==> src/rtl/exec_sequencer_pkg.sv <==
// Shared definitions for the exec_sequencer control FSM: state encodings,
// trap-cause codes, reset PC and the instruction step size.
package exec_sequencer_pkg;

    // 3-bit state encodings
    localparam logic [2:0] StateIdle  = 3'd0;
    localparam logic [2:0] StateFetch = 3'd1;
    localparam logic [2:0] StateWait  = 3'd2;
    localparam logic [2:0] StateExec  = 3'd3;
    localparam logic [2:0] StateHalt  = 3'd4;
    localparam logic [2:0] StateTrap  = 3'd5;

    typedef enum logic [2:0] {
        StIdle  = StateIdle,
        StFetch = StateFetch,
        StWait  = StateWait,
        StExec  = StateExec,
        StHalt  = StateHalt,
        StTrap  = StateTrap
    } state_e;

    // Trap-cause codes
    localparam logic [1:0] CauseNone    = 2'd0;
    localparam logic [1:0] CauseIllegal = 2'd1;
    localparam logic [1:0] CauseTimeout = 2'd2;

    localparam logic [63:0] DefaultResetPc = 64'h8000_0000;
    localparam int unsigned InstStep       = 4;

    // HALT and TRAP are sinks left only by reset
    function automatic logic is_terminal(state_e s);
        return (s == StHalt) || (s == StTrap);
    endfunction

endpackage

==> src/rtl/exec_sequencer_pc_gen.sv <==
// Program counter register with next-PC selection: sequential step of 4 or
// a PC-relative jump by the decoded immediate. Arithmetic wraps.
module exec_sequencer_pc_gen
    import exec_sequencer_pkg::*;
#(
    parameter int unsigned         PC_WIDTH = 64,
    parameter logic [PC_WIDTH-1:0] RESET_PC = PC_WIDTH'(DefaultResetPc)
) (
    input  logic                clk,
    input  logic                rst_n,
    input  logic                en,
    input  logic                sel_jump,
    input  logic [PC_WIDTH-1:0] imm,
    output logic [PC_WIDTH-1:0] pc
);

    logic [PC_WIDTH-1:0] pc_q;
    logic [PC_WIDTH-1:0] pc_d;

    // Next-PC mux, held unless an instruction retires with a PC update
    always_comb begin
        pc_d = pc_q;
        if (en) begin
            pc_d = sel_jump ? (pc_q + imm) : (pc_q + PC_WIDTH'(InstStep));
        end
    end

    // PC register
    always_ff @(posedge clk or negedge rst_n) begin
        if (!rst_n) begin
            pc_q <= RESET_PC;
        end else begin
            pc_q <= pc_d;
        end
    end

    assign pc = pc_q;

endmodule

==> src/rtl/exec_sequencer.sv <==
// Multi-cycle instruction sequencer: fetch, response wait, execute. Owns the
// PC (via pc_gen), the register-file write strobe, halt/trap flags, the
// fetch timeout and the cycle / retired-instruction counters.
module exec_sequencer
    import exec_sequencer_pkg::*;
#(
    parameter int unsigned         PC_WIDTH   = 64,
    parameter int unsigned         INST_WIDTH = 32,
    parameter logic [PC_WIDTH-1:0] RESET_PC   = PC_WIDTH'(DefaultResetPc),
    // Maximum WAIT cycles before a timeout trap; must be >= 1
    parameter int unsigned         TIMEOUT    = 255
) (
    input  logic                  clk,
    input  logic                  rst_n,
    output logic                  imem_req_valid,
    input  logic                  imem_req_ready,
    output logic [PC_WIDTH-1:0]   imem_addr,
    input  logic                  imem_rsp_valid,
    input  logic [INST_WIDTH-1:0] imem_rsp_data,
    output logic [INST_WIDTH-1:0] inst,
    input  logic [4:0]            rd,
    input  logic [PC_WIDTH-1:0]   imm,
    input  logic                  is_jal,
    input  logic                  is_ebreak,
    input  logic                  inst_not_ipl,
    output logic [PC_WIDTH-1:0]   pc,
    output logic                  reg_wen,
    output logic                  halted,
    output logic                  trap,
    output logic [1:0]            trap_cause,
    output logic [63:0]           cycle_cnt,
    output logic [63:0]           instret_cnt
);

    // Counter only needs to hold 0..TIMEOUT-1; reaching TIMEOUT traps instead
    localparam int unsigned     TmoW    = (TIMEOUT > 1) ? $clog2(TIMEOUT) : 1;
    localparam logic [TmoW-1:0] TmoLast = TmoW'(TIMEOUT - 1);

    state_e                  state_q;
    logic [INST_WIDTH-1:0]   inst_q;
    logic [TmoW-1:0]         tmo_q;
    logic [1:0]              trap_cause_q;
    logic                    halted_q;
    logic                    trap_q;
    logic                    req_valid_q;
    logic [63:0]             cycle_q;
    logic [63:0]             instret_q;
    logic                    exec_retire;
    logic                    exec_advance;

    // Decoder outputs are only meaningful in EXEC; illegal beats ebreak
    always_comb begin
        exec_retire  = 1'b0;
        exec_advance = 1'b0;
        if (state_q == StExec && !inst_not_ipl) begin
            exec_retire  = 1'b1;
            exec_advance = !is_ebreak;
        end
    end

    assign reg_wen = exec_advance && (rd != 5'd0);

    // Control FSM with registered request, flag and cause outputs
    always_ff @(posedge clk or negedge rst_n) begin
        if (!rst_n) begin
            state_q      <= StIdle;
            inst_q       <= '0;
            tmo_q        <= '0;
            trap_cause_q <= CauseNone;
            halted_q     <= 1'b0;
            trap_q       <= 1'b0;
            req_valid_q  <= 1'b0;
        end else begin
            unique case (state_q)
                StIdle: begin
                    state_q     <= StFetch;
                    req_valid_q <= 1'b1;
                end
                StFetch: begin
                    if (imem_req_ready) begin
                        tmo_q       <= '0;
                        req_valid_q <= 1'b0;
                        state_q     <= StWait;
                    end
                end
                StWait: begin
                    if (imem_rsp_valid) begin
                        inst_q  <= imem_rsp_data;
                        state_q <= StExec;
                    end else if (tmo_q == TmoLast) begin
                        trap_q       <= 1'b1;
                        trap_cause_q <= CauseTimeout;
                        state_q      <= StTrap;
                    end else begin
                        tmo_q <= tmo_q + TmoW'(1);
                    end
                end
                StExec: begin
                    if (inst_not_ipl) begin
                        trap_q       <= 1'b1;
                        trap_cause_q <= CauseIllegal;
                        state_q      <= StTrap;
                    end else if (is_ebreak) begin
                        halted_q <= 1'b1;
                        state_q  <= StHalt;
                    end else begin
                        req_valid_q <= 1'b1;
                        state_q     <= StFetch;
                    end
                end
                StHalt, StTrap: begin
                    state_q <= state_q;
                end
                default: begin
                    state_q     <= StIdle;
                    req_valid_q <= 1'b0;
                end
            endcase
        end
    end

    // Performance counters, frozen once the core has stopped
    always_ff @(posedge clk or negedge rst_n) begin
        if (!rst_n) begin
            cycle_q   <= '0;
            instret_q <= '0;
        end else begin
            if (!is_terminal(state_q)) begin
                cycle_q <= cycle_q + 64'd1;
            end
            if (exec_retire) begin
                instret_q <= instret_q + 64'd1;
            end
        end
    end

    exec_sequencer_pc_gen #(
        .PC_WIDTH (PC_WIDTH),
        .RESET_PC (RESET_PC)
    ) u_pc_gen (
        .clk      (clk),
        .rst_n    (rst_n),
        .en       (exec_advance),
        .sel_jump (is_jal),
        .imm      (imm),
        .pc       (pc)
    );

    assign imem_req_valid = req_valid_q;
    assign imem_addr      = pc;
    assign inst           = inst_q;
    assign halted         = halted_q;
    assign trap           = trap_q;
    assign trap_cause     = trap_cause_q;
    assign cycle_cnt      = cycle_q;
    assign instret_cnt    = instret_q;

endmodule

==> config.mk <==
export PLATFORM = sky130hd
export DESIGN_NAME = exec_sequencer
export DESIGN_NICKNAME = d
export VERILOG_FILES = /design/src/rtl/exec_sequencer_pkg.sv /design/src/rtl/exec_sequencer_pc_gen.sv /design/src/rtl/exec_sequencer.sv
export SDC_FILE = /design/constraint.sdc
export NUM_CORES = 1
export LEC_CHECK = 0
export ABC_AREA = 1
export CAP_MARGIN = 15
export CORE_MARGIN = 3
export CORE_UTILIZATION = 57
export DETAILED_ROUTE_END_ITERATION = 7
export GPL_ROUTABILITY_DRIVEN = 1
export PLACE_DENSITY = 0.89
export RECOVER_POWER = 50
export SYNTH_ARGS = -nofsm -noshare
export SYNTH_HDL_FRONTEND = slang
export SYNTH_SLANG_ARGS = --single-unit
==> constraint.sdc <==
create_clock -name clk -period 4.7 [get_ports clk]
set_clock_uncertainty 0.2 [all_clocks]
set_input_delay 0.47 -clock clk [delete_from_list [all_inputs] [get_ports clk]]
set_output_delay 0.47 -clock clk [all_outputs]
set_load 0.01 [all_outputs]
* Yosys cells after proc, flatten, opt, wreduce, memory -nomap -nowiden
Index checks and enable logic that the tools add are counted.
Word-level totals: output and inout port bits 294, flip-flop bits (word level) 240, word-level logic and storage cells 74, input bits 108
Operators by class: multiplexer cells 25, bitwise logic cells 3, $add $sub $neg 5, reduce and logical (&&, ||, !) cells 17, eq/ne operators 14
Operators with widths (number):
- $add A64 B1 Y64 const B | 2
- $add A64 B3 Y64 const B | 1
- $add A64 B64 Y64 | 1
- $mux W64 | 1
- $mux W8 | 3
- $pmux W8 S2 | 1
- $mux W3 | 5
- $pmux W3 S5 | 1
- $ne A2 B2 Y1 const B | 7
- $reduce_and A4 Y1 | 3
- $add A8 B1 Y8 const B | 1
- $eq A8 B8 Y1 const B | 1
- $mux W1 | 8
- $eq A3 B2 Y1 const B | 2
- $eq A3 B3 Y1 const B | 2
- $mux W2 | 3
- $reduce_and A3 Y1 | 2
- $reduce_bool A5 Y1 | 1
- $pmux W1 S4 | 1
- $pmux W2 S2 | 1
- $reduce_bool A2 Y1 | 2
- $eq A3 B1 Y1 const B | 1
- $logic_not A3 Y1 | 1
- $ne A3 B3 Y1 const B | 1
- 8 further kinds | 12

* Logic depth before layout (Yosys ltp)
Gate-level depths: netlist of the first run.
word-level depth 4, mapped depth 17, gate-level depth less buffers 17

* Hierarchy
From an unflattened synthesis of the first run, not the netlist that was laid out.
Unflattened totals: cell total of the unflattened synthesis 3253, area total of the unflattened synthesis 20235.7 µm²
By module, submodules not included:
- exec_sequencer_pc_gen | seq. area each 1602.8 µm², area an instance 10218.6 µm², cells an instance 1940, instances 1
- exec_sequencer | seq. area each 4404.2 µm², area an instance 10017.1 µm², cells an instance 1313, instances 1

* Least setup slack after synthesis of the first run
No wires, ideal clock.
path kind input port to flip-flop, start in imm[0], end reg u_pc_gen.pc_q[32], in the netlist u_pc_gen.pc[32], buffers on the path 0, cell stages on the path 14, setup slack 2.251 ns, setup time 0.087 ns, data arrival time 2.162 ns, data required time 4.413 ns, cell sequence ha_1 -> inv_1 -> fa_1 -> inv_1 -> nand3_1 -> nand2_1 -> nand2_1 -> nand2_1 -> inv_1 -> o21ai_0 -> nand2_1 -> nand3b_1 -> nand3_1 -> a22oi_1
Between the ends: longest elaborated chain between the ends 2
RTL lines:
- start: declaration | RTL line exec_sequencer.sv:22 | input logic [PC_WIDTH-1:0] imm,
- $add A64 B64 Y64 | RTL line exec_sequencer_pc_gen.sv:24 | pc_d = sel_jump ? (pc_q + imm) : (pc_q + PC_WIDTH'(InstStep));
- $mux W64 | RTL line exec_sequencer_pc_gen.sv:24
- end signal: assignment | RTL line exec_sequencer_pc_gen.sv:33 | pc_q <= pc_d;
- end: declaration | RTL line exec_sequencer_pc_gen.sv:17 | logic [PC_WIDTH-1:0] pc_q;
No other way between the ends. A chain may end at the register's enable or synchronous reset.

* Final worst setup path of the first run
start reg state_q[2], end reg tmo_q[7]
Between the ends: longest elaborated chain between the ends 3, elaborated cells on any way between the ends 8, classes of those cells 5 x eq/ne; 1 x mux; 2 x reduce/logical
RTL lines:
- start: declaration | RTL line exec_sequencer.sv:39 | state_e state_q;
- start signal: assignment | RTL line exec_sequencer.sv:66 | state_q <= StIdle;
- start signal: assignment | RTL line exec_sequencer.sv:76 | state_q <= StFetch;
- start signal: assignment | RTL line exec_sequencer.sv:83 | state_q <= StWait;
- $eq A3 B2 Y1 / $eq A3 B1 Y1 (equally long branches) | RTL line exec_sequencer.sv:74 | unique case (state_q)
- $ne A2 B2 Y1 (no line) / $reduce_bool A2 Y1 (equally long branches)
- $reduce_and A4 Y1 (no line)
- end signal: assignment | RTL line exec_sequencer.sv:95 | tmo_q <= tmo_q + TmoW'(1);
- end: declaration | RTL line exec_sequencer.sv:41 | logic [TmoW-1:0] tmo_q;
Several ways; a longest one is shown, not always the timed one.

==> results.txt, run 1 <==
----------------------------------------------------
[Final layout]
  Number of diodes added for antenna fixing ... 0
  # fillers ... about 2700
  Final design area excluding fillers ... roughly 0.024 mm2
  Most common cell after layout, fill and taps aside ... nand2_1
  Fin nets ... between 3000 and 4000
  Final instance count without filler cells ... around 3900
  Fraction of layout instances using a drive strength above 1 ... 0.0290
  Highest-count cells in the layout ignoring fill and taps ... nand2_1, inv_1, nor2_1
  Area overhead of the layout relative to synthesis ... 23.9%
  Utilization after layout ... 0.723

[Placed design]
  Final RePlAce weighted congestion ... just over 1
  Setup WS pre-CTS ... between 0.7 and 0.8 ns
  Final HPWL DP ... 60700 um
  Placement-stage cell area ... around 0.024 mm2
  Port bufs ... 401
  Number of placed cells counting well taps ... approximately 3800

[STA]
  Highest clock frequency the design can meet ... 256 MHz
  Slew at the pin with the worst max-slew slack ... between 2 and 3 ns
  Final worst-path cycle share ... 0.830
  Final period demand of the worst path ... approximately 4 ns
  Hold violation total from the final report ... 0
  Setup repair after global routing missed its margin ... no
  Max-slew headroom at the worst pin ... -0.963
  Number of failing setup endpoints in the final timing report ... 0
  Final TNS setup ... 0 ns
  Final hold slack ... between 0.2 and 0.3 ns
  Number of slew-limit violations in the final report ... approximately 110
  Final worst slack ... between 0.8 and 0.9 ns

[Clocking]
  Clock sinks ... between 200 and 250
  TritonCTS Buffers ... 26
  Clock latency at the later pin of the worst-skew pair ... between 0.5 and 0.6 ns
  CTS clock-pin slew for the worst setup and hold paths ... around 0.07 ns
  Post CTS Setup Buffer Count ... 0
  CTS H-Tree Depth ... 1
  Clock root buffer master ... clkbuf_16
  CTS tree ... yes
  # resized after CTS ... 0
  Quantity of hold-fixing buffers added after cts ... 1
  Worst-case clock buffer depth ... 3

[Synth]
  Number of synthesized flops with an enable pin ... 0
  Commonest register cell after synthesis ... dfrtp_1
  Yosys top cell by area ... dfrtp_1
  Share of flip-flops with an asynchronous set or reset ... 1.00
  Cell types occupying the most area after synthesis ... dfrtp_1, nand2_1, inv_1, nor2_1, xor2_1
  Distinct cells, synth ... ~50
  Share of the synthesized area in the top cell type ... 0.303
  Mean area per synthesized cell ... about 6.5 um2
  Number of nets produced by synthesis ... roughly 3200
  Count of synthesis-stage warnings from yosys ... 0
  Netlist area before placement ... just under 0.02 mm2
  Post-Synthesis Cells ... between 3000 and 4000
  Number of synthesized register bits ... 240
  Sequential share of the synthesized area ... 0.304

[Power]
  Worst VDD drop ... between 0.2 and 0.3 mV
  Pwr dens ... approximately 220 mW/mm2
  Seq pwr share ... 0.414
  Pwr Total ... roughly 5.3 mW
  Fraction of power consumed by the clock network ... 0.387
  Internal power component ... 3.69 mW
  Switching component of the power ... around 1.6 mW
  Switching share of power ... 0.305
  Combinational Power Share ... 0.199
  Leakage ... approximately 12 nW

[Floorplanning]
  Height of the chip ... 192 um
  Area of the die ... 0.0369 mm2
  Site row count ... 67
  Core Box Area ... ~0.034 mm2
  Count of pins on the block boundary ... ~400
  Die outline width ... 192 um
  Starting utilization of the core area ... 0.584

[Setup path]
  Nature of the critical path endpoint ... register
  Cells along the critical path ... inv_1, nand2_1, nor2_1, nand2_2, clkinv_1, nor3_4, nand4_1, nor2_1, nand2_1, nand2_1, nor2_1
  Largest fanout of any net on the critical path ... 36
  Critical path's largest stage delay ... between 1 and 1.5 ns
  Kind of start point of the critical path ... register
  Worst R2R Path Depth ... 11
  Worst Setup Path Type ... reg -> reg
  Reg-to-Reg Start ... state_q[2]
  Critical Path Slowest Stage Cell ... clkinv_1
  Signal arrival time at the worst endpoint ... ~4.1 ns
  End of the worst register-to-register path ... tmo_q[7]
  Worst Path Required ... a little under 5 ns
  Worst R2R Setup Slack ... 0.80 ns

[Worst hold path]
  Startpoint of the worst hold path ... imem_rsp_data[16]
  Type of the most critical hold path ... in -> reg
  Number of stages on the worst hold path ... 3
  Hold endpoint ... inst[16]

[GRT]
  Antenna violations before repair ... 0
  Number of global-route vias before repair ... 21700
  Total routing resource utilization after global routing ... 0.416
  Global-route wire length before repair ... roughly 120000 um
  Pin count of the biggest net entering global routing ... between 100 and 150
  Overall overflow remaining after global route ... 0

[Route]
  Final wirelength ... just under 80000 um
  WL per Instance ... approximately 20 um
  Post-route antenna net violation count ... 0
  Violation count after the first detailed-routing iteration ... about 2500
  Number of vias after detailed routing ... ~23000
  Remaining routing DRC violations ... 0
  Drt first pass iters ... 6
  Routed vias/inst ... 5.89

[Outcome]
  Violations in the final reports ... capacitance limit, slew limit
  Outcome ... finished, violations left

[Job]
  Max-Cap Viols ... 1

----------------------------------------------------
## cell usage after synthesis (12+ instances only)
master	count
dfrtp_1	239
o21ai_0	82
nor4_1	20
a21oi_1	155
nand3b_1	32
nor2_2	13
ha_1	68
o21bai_1	12
xnor2_1	54
nor2_1	346
buf_4	66
clkbuf_1	25
xor2_1	109
nand3_1	167
inv_1	448
nand2_2	13
nor3_1	94
nand2_1	955
nand4_1	61
## cell families after synthesis
kind of cell | share of synthesized area
buffers and inverters | 0.118
AOI/OAI and AO/OA | 0.0757
DFF | 0.304
xor gates and xnor gates | 0.0722
muxes | 0.000570
adders and majority gates | 0.0441
and+or+nand+nor | 0.385
## power by group through the flow
stage	Sequential (mW)	Combinational [mW]	Clock [mW]
2_1_floorplan	2.20	0.577	0
3_3_place_gp	2.23	1.01	0
3_5_place_dp	2.23	1.02	0
4_1_cts	2.19	1.03	2.05
6_report	2.20	1.05	2.06
5_1_grt	2.20	1.15	2.14
## worst max path at each step
stage | from | endpoint | slack [ns] | depth (start not counted)
3_3_place_gp | imem_rsp_valid | tmo_q[7] | 0.89 | 9
6_report | state_q[2] | tmo_q[7] | 0.80 | 11
5_1_grt | rst_n | u_pc_gen.pc[53] | 0.31 | 3
4_1_cts | state_q[1] | tmo_q[7] | 0.92 | 10
3_5_place_dp | imem_rsp_valid | tmo_q[4] | 0.73 | 7
2_1_floorplan | imm[0] | u_pc_gen.pc[32] | 2.25 | 14
## worst max-delay path: cells and delay by family (launching register included)
family / cells / cell delay (ns)
flops: 1 / 0.37
simple gates: 9 / 1.97
buf+inv: 2 / 1.24
## routing by layer
metal  routed length (um)  up-vias  part of all wire  global-route usage
li1                     -    10300                 -                   -
met1                30200    10400              0.38               0.546
met2                34400     1668              0.44               0.649
met3                 9410      356              0.12              0.0966
met4                 4570        0             0.058               0.199
met5                    0        -                 0                   0
## area by class of cell
type                       count  area [um2]  area share
multi-input combinational   2262       11300       0.461
sequential                   240        6010       0.245
timing repair buffer         412        4090       0.167
inverter                     455        1710      0.0697
clock buffer                  37         763      0.0312
tap                          448         561      0.0229
clock inverter                 8        71.3     0.00291
## registers in the layout, indices dropped and copies added (netlist names)
| signal | flops |
|---|---|
| state_q | 3 |
| tmo_q | 8 |
| trap | 1 |
| imem_req_valid | 1 |
| u_pc_gen.pc | 64 |
| trap_cause | 2 |
| halted | 1 |
| inst | 32 |
| instret_cnt | 64 |
| cycle_cnt | 64 |
(Power assumes the default switching activity.)
==> run 2: changes to the inputs <==
Settings changed: CORE_UTILIZATION 57 to 53, PLACE_DENSITY 0.89 to 0.84.
Clock period 4.7 ns to 3.9 ns, I/O delays scaled along.
==> run 2 against run 1 <==
  * The flow still finishes with violations (capacitance limit, slew limit)
  * Worst setup slack worse by 0.27 ns
  * Critical endpoint is now reg_wen
  * Core utilization is 4.5 points lower
  * Combinational power up 27%
==> results.txt, run 2 (synthesis results as in run 1) <==
----------------------------------------------------
[Outcome]
  Outcome ... finished, violations left
  Violations in the final reports ... capacitance limit, slew limit

[GRT]
  Pin count of the biggest net entering global routing ... 89 (-21%)
  Antenna violations before repair ... 2 (+2)
  Global-route wire length before repair ... 117000 um (-2.4%)
  Overall overflow remaining after global route ... 0 (unchanged)
  Total routing resource utilization after global routing ... 0.377 (-0.0389)
  Number of global-route vias before repair ... 21000 (-2.9%)

[Route]
  Final wirelength ... 77200 um (-1.8%)
  Routed wl met3 ... 8280 um (-12%)
  Highest metal layer used by the detailed router ... met4
  Drt first pass iters ... 5 (-1)
  Number of vias after detailed routing ... 22200 (-2.4%)
  Remaining routing DRC violations ... 0 (unchanged)
  Detailed route wirelength on metal2 ... 34700 um (+0.71%)
  Violation count after the first detailed-routing iteration ... 2286 (-10%)
  Post-route antenna net violation count ... 0 (unchanged)
  Routed vias/inst ... 5.67 (-3.7%)
  Met1 WL ... 31200 um (+3.0%)
  WL per Instance ... 19.7 um (-3.1%)

[Final layout]
  Most common cell after layout, fill and taps aside ... nand2_1
  # fillers ... 3241 (+21%)
  Utilization after layout ... 0.678 (-0.0451)
  Area overhead of the layout relative to synthesis ... 25.9%
  Final instance count without filler cells ... 3913 (+1.3%)
  Final design area excluding fillers ... 0.0249 mm2 (+1.6%)
  Highest-count cells in the layout ignoring fill and taps ... nand2_1, inv_1, nor2_1
  Fraction of layout instances using a drive strength above 1 ... 0.0386 (+0.00963)
  Seq. cell area ... 0.00601 mm2 (unchanged)
  Fin nets ... 3602 (+0.78%)
  Area of the multi-input gates ... 0.0113 mm2 (about the same)

[STA]
  Final TNS setup ... 0 ns (unchanged)
  Number of failing setup endpoints in the final timing report ... 0 (unchanged)
  Final period demand of the worst path ... about 3.4 ns
  Highest clock frequency the design can meet ... 297 MHz
  Hold violation total from the final report ... 0 (unchanged)
  Final worst slack ... 0.528 ns (-0.272 ns)
  Max-slew headroom at the worst pin ... -0.524 (+0.439)
  Number of slew-limit violations in the final report ... 87 (-23%)
  Final worst-path cycle share ... 0.864
  Slew at the pin with the worst max-slew slack ... 2.29 ns (-0.658 ns)
  Setup repair after global routing missed its margin ... no

[Floorplanning]
  Starting utilization of the core area ... 0.539 (-0.0450)
  Die outline width ... 199 um (+3.6%)
  Site row count ... 70 (+4.5%)
  Height of the chip ... 199 um (+3.6%)
  Count of pins on the block boundary ... 402 (unchanged)
  Core Box Area ... 0.0367 mm2 (+8.4%)
  Area of the die ... 0.0396 mm2 (+7.3%)

[Power]
  Worst VDD drop ... 0.332 mV (+29%)
  Leakage ... 12.6 nW (+1.2%)
  Pwr dens ... 274 mW/mm2 (+26%)

[Setup path]
  Worst Setup Path Type ... reg -> out
  Worst Path Required ... 3.31 ns (-1.62 ns)
  Kind of start point of the critical path ... register
  Nature of the critical path endpoint ... output pin
  Signal arrival time at the worst endpoint ... 2.78 ns (-1.35 ns)
  Critical path's largest stage delay ... 0.55 ns (-0.58 ns)
  Cells along the critical path ... inv_1, nand3_1, nor2_8, inv_1, nor2_4, inv_1, a21oi_1, clkdlybuf4s50_1
  Critical Path Slowest Stage Cell ... clkdlybuf4s50_1
  Crit-path most repeated cell ... inv_1
  Worst Setup SP ... state_q[2]
  Reg-to-Reg Start ... state_q[2]
  Crit path buf inv count ... 4 (+2)
  CP top delay family ... buffers and inverters
  Largest fanout of any net on the critical path ... 14 (-61%)

[Placed design]
  Setup WS pre-CTS ... 0.545 ns (-0.183 ns)
  Number of placed cells counting well taps ... 3861 (+1.2%)
  Port bufs ... 401 (unchanged)
  Final HPWL DP ... 61100 um (+0.76%)
  Final RePlAce weighted congestion ... 1.09 (+7.6%)
  Placement-stage cell area ... 0.0240 mm2 (+1.0%)

[Clocking]
  CTS H-Tree Depth ... 1 (unchanged)
  Clock sinks ... 240 (unchanged)
  CTS tree ... yes
  Clock latency at the later pin of the worst-skew pair ... 0.56 ns (+0.02 ns)
  # resized after CTS ... 0 (unchanged)
  TritonCTS Buffers ... 29 (+12%)
  CTS clock-pin slew for the worst setup and hold paths ... 0.07 ns (about the same)
  Clock root buffer master ... clkbuf_16
  Worst-case clock buffer depth ... 3 (unchanged)

[Worst hold path]
  Startpoint of the worst hold path ... imem_rsp_data[13]
  Type of the most critical hold path ... in -> reg

[Job]
  Max-Cap Viols ... 1 (unchanged)

----------------------------------------------------
==> run 2: worst paths after layout <==
kind | to | slack (ns) | depth (start not counted)
worst max-delay path | reg_wen | 0.53 | 8
worst min-delay path | inst[13] | 0.16 | 3
worst max register to register | cycle_cnt[41] | 0.59 | 10
worst min register to register | trap | 0.27 | 1
max in group asynchronous | u_pc_gen.pc[31] | 1.07 | 3
min in group asynchronous | instret_cnt[31] | 0.85 | 2
==> run 2: metrics by stage <==
| step | hold WS, ns | total power, mW |
|---|---|---|
| after detailed placement | 0.252 | 3.94 |
| after global routing | 0.149 | 7.06 |
| after CTS | 0.148 | 6.79 |
| final | 0.160 | 6.81 |
| after global placement | 0.245 | 3.93 |
| after floorplan | -0.106 | 3.35 |
==> run 2: routing by layer <==
layer / GRT usage / vias to the layer above
met2: 0.601 / 1328
li1: - / 10400
met3: 0.0784 / 209
met4: 0.130 / 0
met1: 0.513 / 10300
met5: 0 / -
==> run 2: power by group <==
group,switching (mW),internal (mW),total [mW]
registers,0.0816,2.53,2.61
logic,0.820,0.513,1.33
clock network,1.16,1.71,2.87
==> run 2: timing repair <==
action / CTS / global route
hold buffers: 1 / 0
setup buffers: 0 / 0
setup endpoints to repair: 0 / 0
endpoints found under the hold margin: 85 / 0
==> run 2: tightest hold or removal path, cell delays in order <==
cell and delay, ns:
clkdlybuf4s50_1 0.39, nand2_1 0.06, nand2_1 0.04
==> run 2: final cells by class <==
cell class / instances / area share
diodes: 2 / 0.000201
clock buffers: 35 / 0.0321
multi-input cells: 2262 / 0.454
flip-flops and latches: 240 / 0.241
repair buffers: 437 / 0.173
well taps: 468 / 0.0235
inverters: 455 / 0.0686
clock inverters: 14 / 0.00754
==> run 3: changes to the inputs <==
Settings changed: CORE_UTILIZATION 53 to 54, PLACE_DENSITY 0.84 to 0.85, SYNTH_HIERARCHICAL set to 1.
==> run 3 against run 2 <==
  * The flow still finishes with violations (capacitance limit, slew limit)
  * Non-clock buffer count is 20 higher
  * Sequential cell count did not move
  * Routed wire length is 3.3% higher
  * Critical path depth fell by 2
  * Critical endpoint unchanged
==> results.txt, run 3 <==
----------------------------------------------------
[Power]
  Pwr dens ... 223 mW/mm2 (-19%)
  Switching share of power ... 0.246 (-0.0565)
  Worst VDD drop ... 0.338 mV (+2.0%)
  Seq pwr share ... 0.439 (+0.056)
  Combinational Power Share ... 0.092 (-0.104)
  Internal power component ... 4.27 mW (-10%)
  Switching component of the power ... 1.39 mW (-32%)
  Fraction of power consumed by the clock network ... 0.469 (+0.048)
  Leakage ... 12.6 nW (+0.17%)

[Synth]
  Mean area per synthesized cell ... 6.22 um2 (-3.8%)
  Number of synthesized flops with an enable pin ... 0 (unchanged)
  Post-Synthesis Cells ... 3253 (+6.4%)
  List of most frequent post-synthesis cells ... nand2_1, inv_1, nor2_1
  Netlist area before placement ... 0.0202 mm2 (+2.4%)
  Commonest register cell after synthesis ... dfrtp_1
  Yosys top cell by area ... dfrtp_1
  Cell types occupying the most area after synthesis ... dfrtp_1, nand2_1, inv_1, nor2_1, nand3_1
  Most frequent cell after synthesis ... nand2_1
  Share of flip-flops with an asynchronous set or reset ... 1.00 (unchanged)
  Number of synthesized register bits ... 240 (unchanged)
  Distinct cells, synth ... 48 (-2.0%)
  Count of synthesis-stage warnings from yosys ... 6 (+6)
  Number of nets produced by synthesis ... 3430 (+6.1%)
  Share of the synthesized area in the top cell type ... 0.296 (-0.00707)
  Sequential share of the synthesized area ... 0.297 (-0.00710)

[Route]
  Post-route antenna net violation count ... 0 (unchanged)
  Number of vias after detailed routing ... 23000 (+3.6%)
  Routed vias/inst ... 5.57 (-1.7%)
  Violation count after the first detailed-routing iteration ... 2685 (+17%)
  Final wirelength ... 79800 um (+3.3%)
  WL per Instance ... 19.3 um (-2.0%)
  Drt first pass iters ... 7 (+2)
  Remaining routing DRC violations ... 0 (unchanged)

[Clocking]
  Clock latency at the later pin of the worst-skew pair ... 0.54 ns (-0.02 ns)
  CTS H-Tree Depth ... 1 (unchanged)
  Clock root buffer master ... clkbuf_16
  Quantity of hold-fixing buffers added after cts ... 1 (unchanged)
  Post CTS Setup Buffer Count ... 0 (unchanged)
  Clock sinks ... 240 (unchanged)
  CTS clock-pin slew for the worst setup and hold paths ... 0.07 ns (about the same)
  CTS tree ... yes
  TritonCTS Buffers ... 25 (-14%)
  # resized after CTS ... 0 (unchanged)
  Worst-case clock buffer depth ... 3 (unchanged)

[GRT]
  Number of global-route vias before repair ... 21100 (+0.39%)
  Total routing resource utilization after global routing ... 0.387 (+0.00973)
  Pin count of the biggest net entering global routing ... 104 (+17%)
  Global-route wire length before repair ... 119000 um (+1.2%)
  Overall overflow remaining after global route ... 0 (unchanged)
  Antenna violations before repair ... 2 (unchanged)

[Setup path]
  Worst Setup Path Type ... reg -> out
  Worst Setup SP ... state_q[0]
  Signal arrival time at the worst endpoint ... 2.66 ns (-0.12 ns)
  Critical path's largest stage delay ... 0.56 ns (about the same)
  Reg-to-Reg Start ... state_q[0]
  Largest fanout of any net on the critical path ... 9 (-5)
  Kind of start point of the critical path ... register
  Worst Path Required ... 3.31 ns (about the same)
  Nature of the critical path endpoint ... output pin
  Critical Path Slowest Stage Cell ... clkdlybuf4s50_1
  Cells along the critical path ... nand2_1, nor2_1, nand2_4, nor2_4, a21boi_0, clkdlybuf4s50_1

[Final layout]
  Fin nets ... 3815 (+5.9%)
  Most common cell after layout, fill and taps aside ... nand2_1
  Area overhead of the layout relative to synthesis ... 25.6%
  Highest-count cells in the layout ignoring fill and taps ... nand2_1, inv_1, nor2_1
  Fraction of layout instances using a drive strength above 1 ... 0.0391 (+0.000485)
  Seq. cell area ... 0.00601 mm2 (unchanged)
  Area of the multi-input gates ... 0.0118 mm2 (+4.1%)
  Utilization after layout ... 0.691 (+0.0131)
  # fillers ... 3243 (+0.062%)

[Floorplanning]
  Height of the chip ... 200 um (+0.24%)
  Area of the die ... 0.0398 mm2 (+0.48%)
  Count of pins on the block boundary ... 402 (unchanged)
  Core Box Area ... 0.0368 mm2 (+0.24%)
  Starting utilization of the core area ... 0.550 (+0.0116)
  Die outline width ... 200 um (+0.24%)
  Site row count ... 70 (unchanged)

[STA]
  Number of slew-limit violations in the final report ... 103 (+18%)
  Number of failing setup endpoints in the final timing report ... 0 (unchanged)
  Highest clock frequency the design can meet ... 307 MHz (+3.6%)
  Max-slew headroom at the worst pin ... -0.718 (-0.194)
  Final worst-path cycle share ... 0.834 (-0.0302)
  Final period demand of the worst path ... 3.25 ns (-0.118 ns)
  Hold violation total from the final report ... 0 (unchanged)
  Final TNS setup ... 0 ns (unchanged)
  Slew at the pin with the worst max-slew slack ... 2.58 ns (+0.291 ns)
  Setup repair after global routing missed its margin ... no

[Worst hold path]
  Type of the most critical hold path ... in -> reg
  Startpoint of the worst hold path ... imem_rsp_data[13]

[Job]
  Max-Cap Viols ... 1 (unchanged)

[Placed design]
  Port bufs ... 401 (unchanged)
  Final HPWL DP ... 64000 um (+4.7%)
  Final RePlAce weighted congestion ... 1.11 (+1.4%)

[Outcome]
  Outcome ... finished, violations left
  Violations in the final reports ... capacitance limit, slew limit

----------------------------------------------------
-- run 3: cell types whose count changed after synthesis, moves of 6 or more --
cell / change
nand2_2: -10
inv_1: +7
nand2_1: +171
a21oi_1: -11
nor2_2: +6
nor2_1: +81
nor4_1: -12
nor3_1: -25
nand3_1: +26
xor2_1: -35
or2_2: -6
clkbuf_1: -6
-- run 3: worst max-delay path: cells and delay by family (launching register included) --
family                 cells  cell delay (ns)
AO/OA/AOI/OAI              1             0.20
buffers and inverters      1             0.56
AND/OR/NAND/NOR            4             0.93
flip-flops                 1             0.42
-- run 3: logic make-up (layout without fill, tap and decap cells) --
logic type / Yosys count / count (layout) / share of synthesized area
AO/OA/AOI/OAI: 264 / 264 / 0.0687
XOR/XNOR: 128 / 128 / 0.0554
adder cells (fa/ha/maj): 69 / 69 / 0.0430
flip-flops: 240 / 240 / 0.297
multiplexers: 1 / 1 / 0.000556
buffers and inverters: 560 / 963 / 0.117
AND/OR/NAND/NOR: 1991 / 1991 / 0.418
other: 0 / 1 / 0
-- run 3: final cells by class --
cell class,count,share of cell area
Multi-Input combinational cell,2453,0.462
Sequential cell,240,0.236
Timing Repair Buffer,457,0.175
Inverter,461,0.0681
Clock buffer,31,0.0271
Tap cell,468,0.0230
Clock inverter,14,0.00817
Antenna cell,1,0.0000984
-- run 3: worst paths after layout --
check / to / slack, ns / depth (start not counted)
setup reg to reg: instret_cnt[60] / 0.78 / 10
min in group asynchronous: instret_cnt[49] / 1.00 / 2
setup / recovery: reg_wen / 0.65 / 6
max in group asynchronous: u_pc_gen/pc[31] / 0.91 / 3
hold / removal: inst[13] / 0.18 / 3
hold reg to reg: inst[0] / 0.27 / 2
-- run 3: metal layers --
metal	track usage	vias up	wire length (um)
met5	0	-	15
met4	0.163	4	3930
met3	0.108	228	9700
met2	0.603	1436	34800
met1	0.508	10400	31300
li1	-	10900	-
-- run 3: power by group through the flow --
stage                     registers [mW]  logic (mW)  clock network [mW]
after CTS                           2.49       0.510                2.67
after global placement              2.54       0.506                   0
after detailed placement            2.54       0.507                   0
final                               2.49       0.519                2.66
after floorplan                     2.54       0.223                   0
after global routing                2.49       0.563                2.76
-- run 3: stage by stage --
step	worst slack, ns	std cells	hold slack (ns)	power [mW]	cell area [um2]
after floorplan	1.64	3253	-0.106	2.76	20200
after global placement	0.657	4078	0.254	3.04	24600
after detailed placement	0.686	4078	0.264	3.04	24600
after CTS	0.829	4124	0.167	5.67	25500
after global routing	0.474	4124	0.195	5.82	25400
final	0.646	4125	0.180	5.67	25400
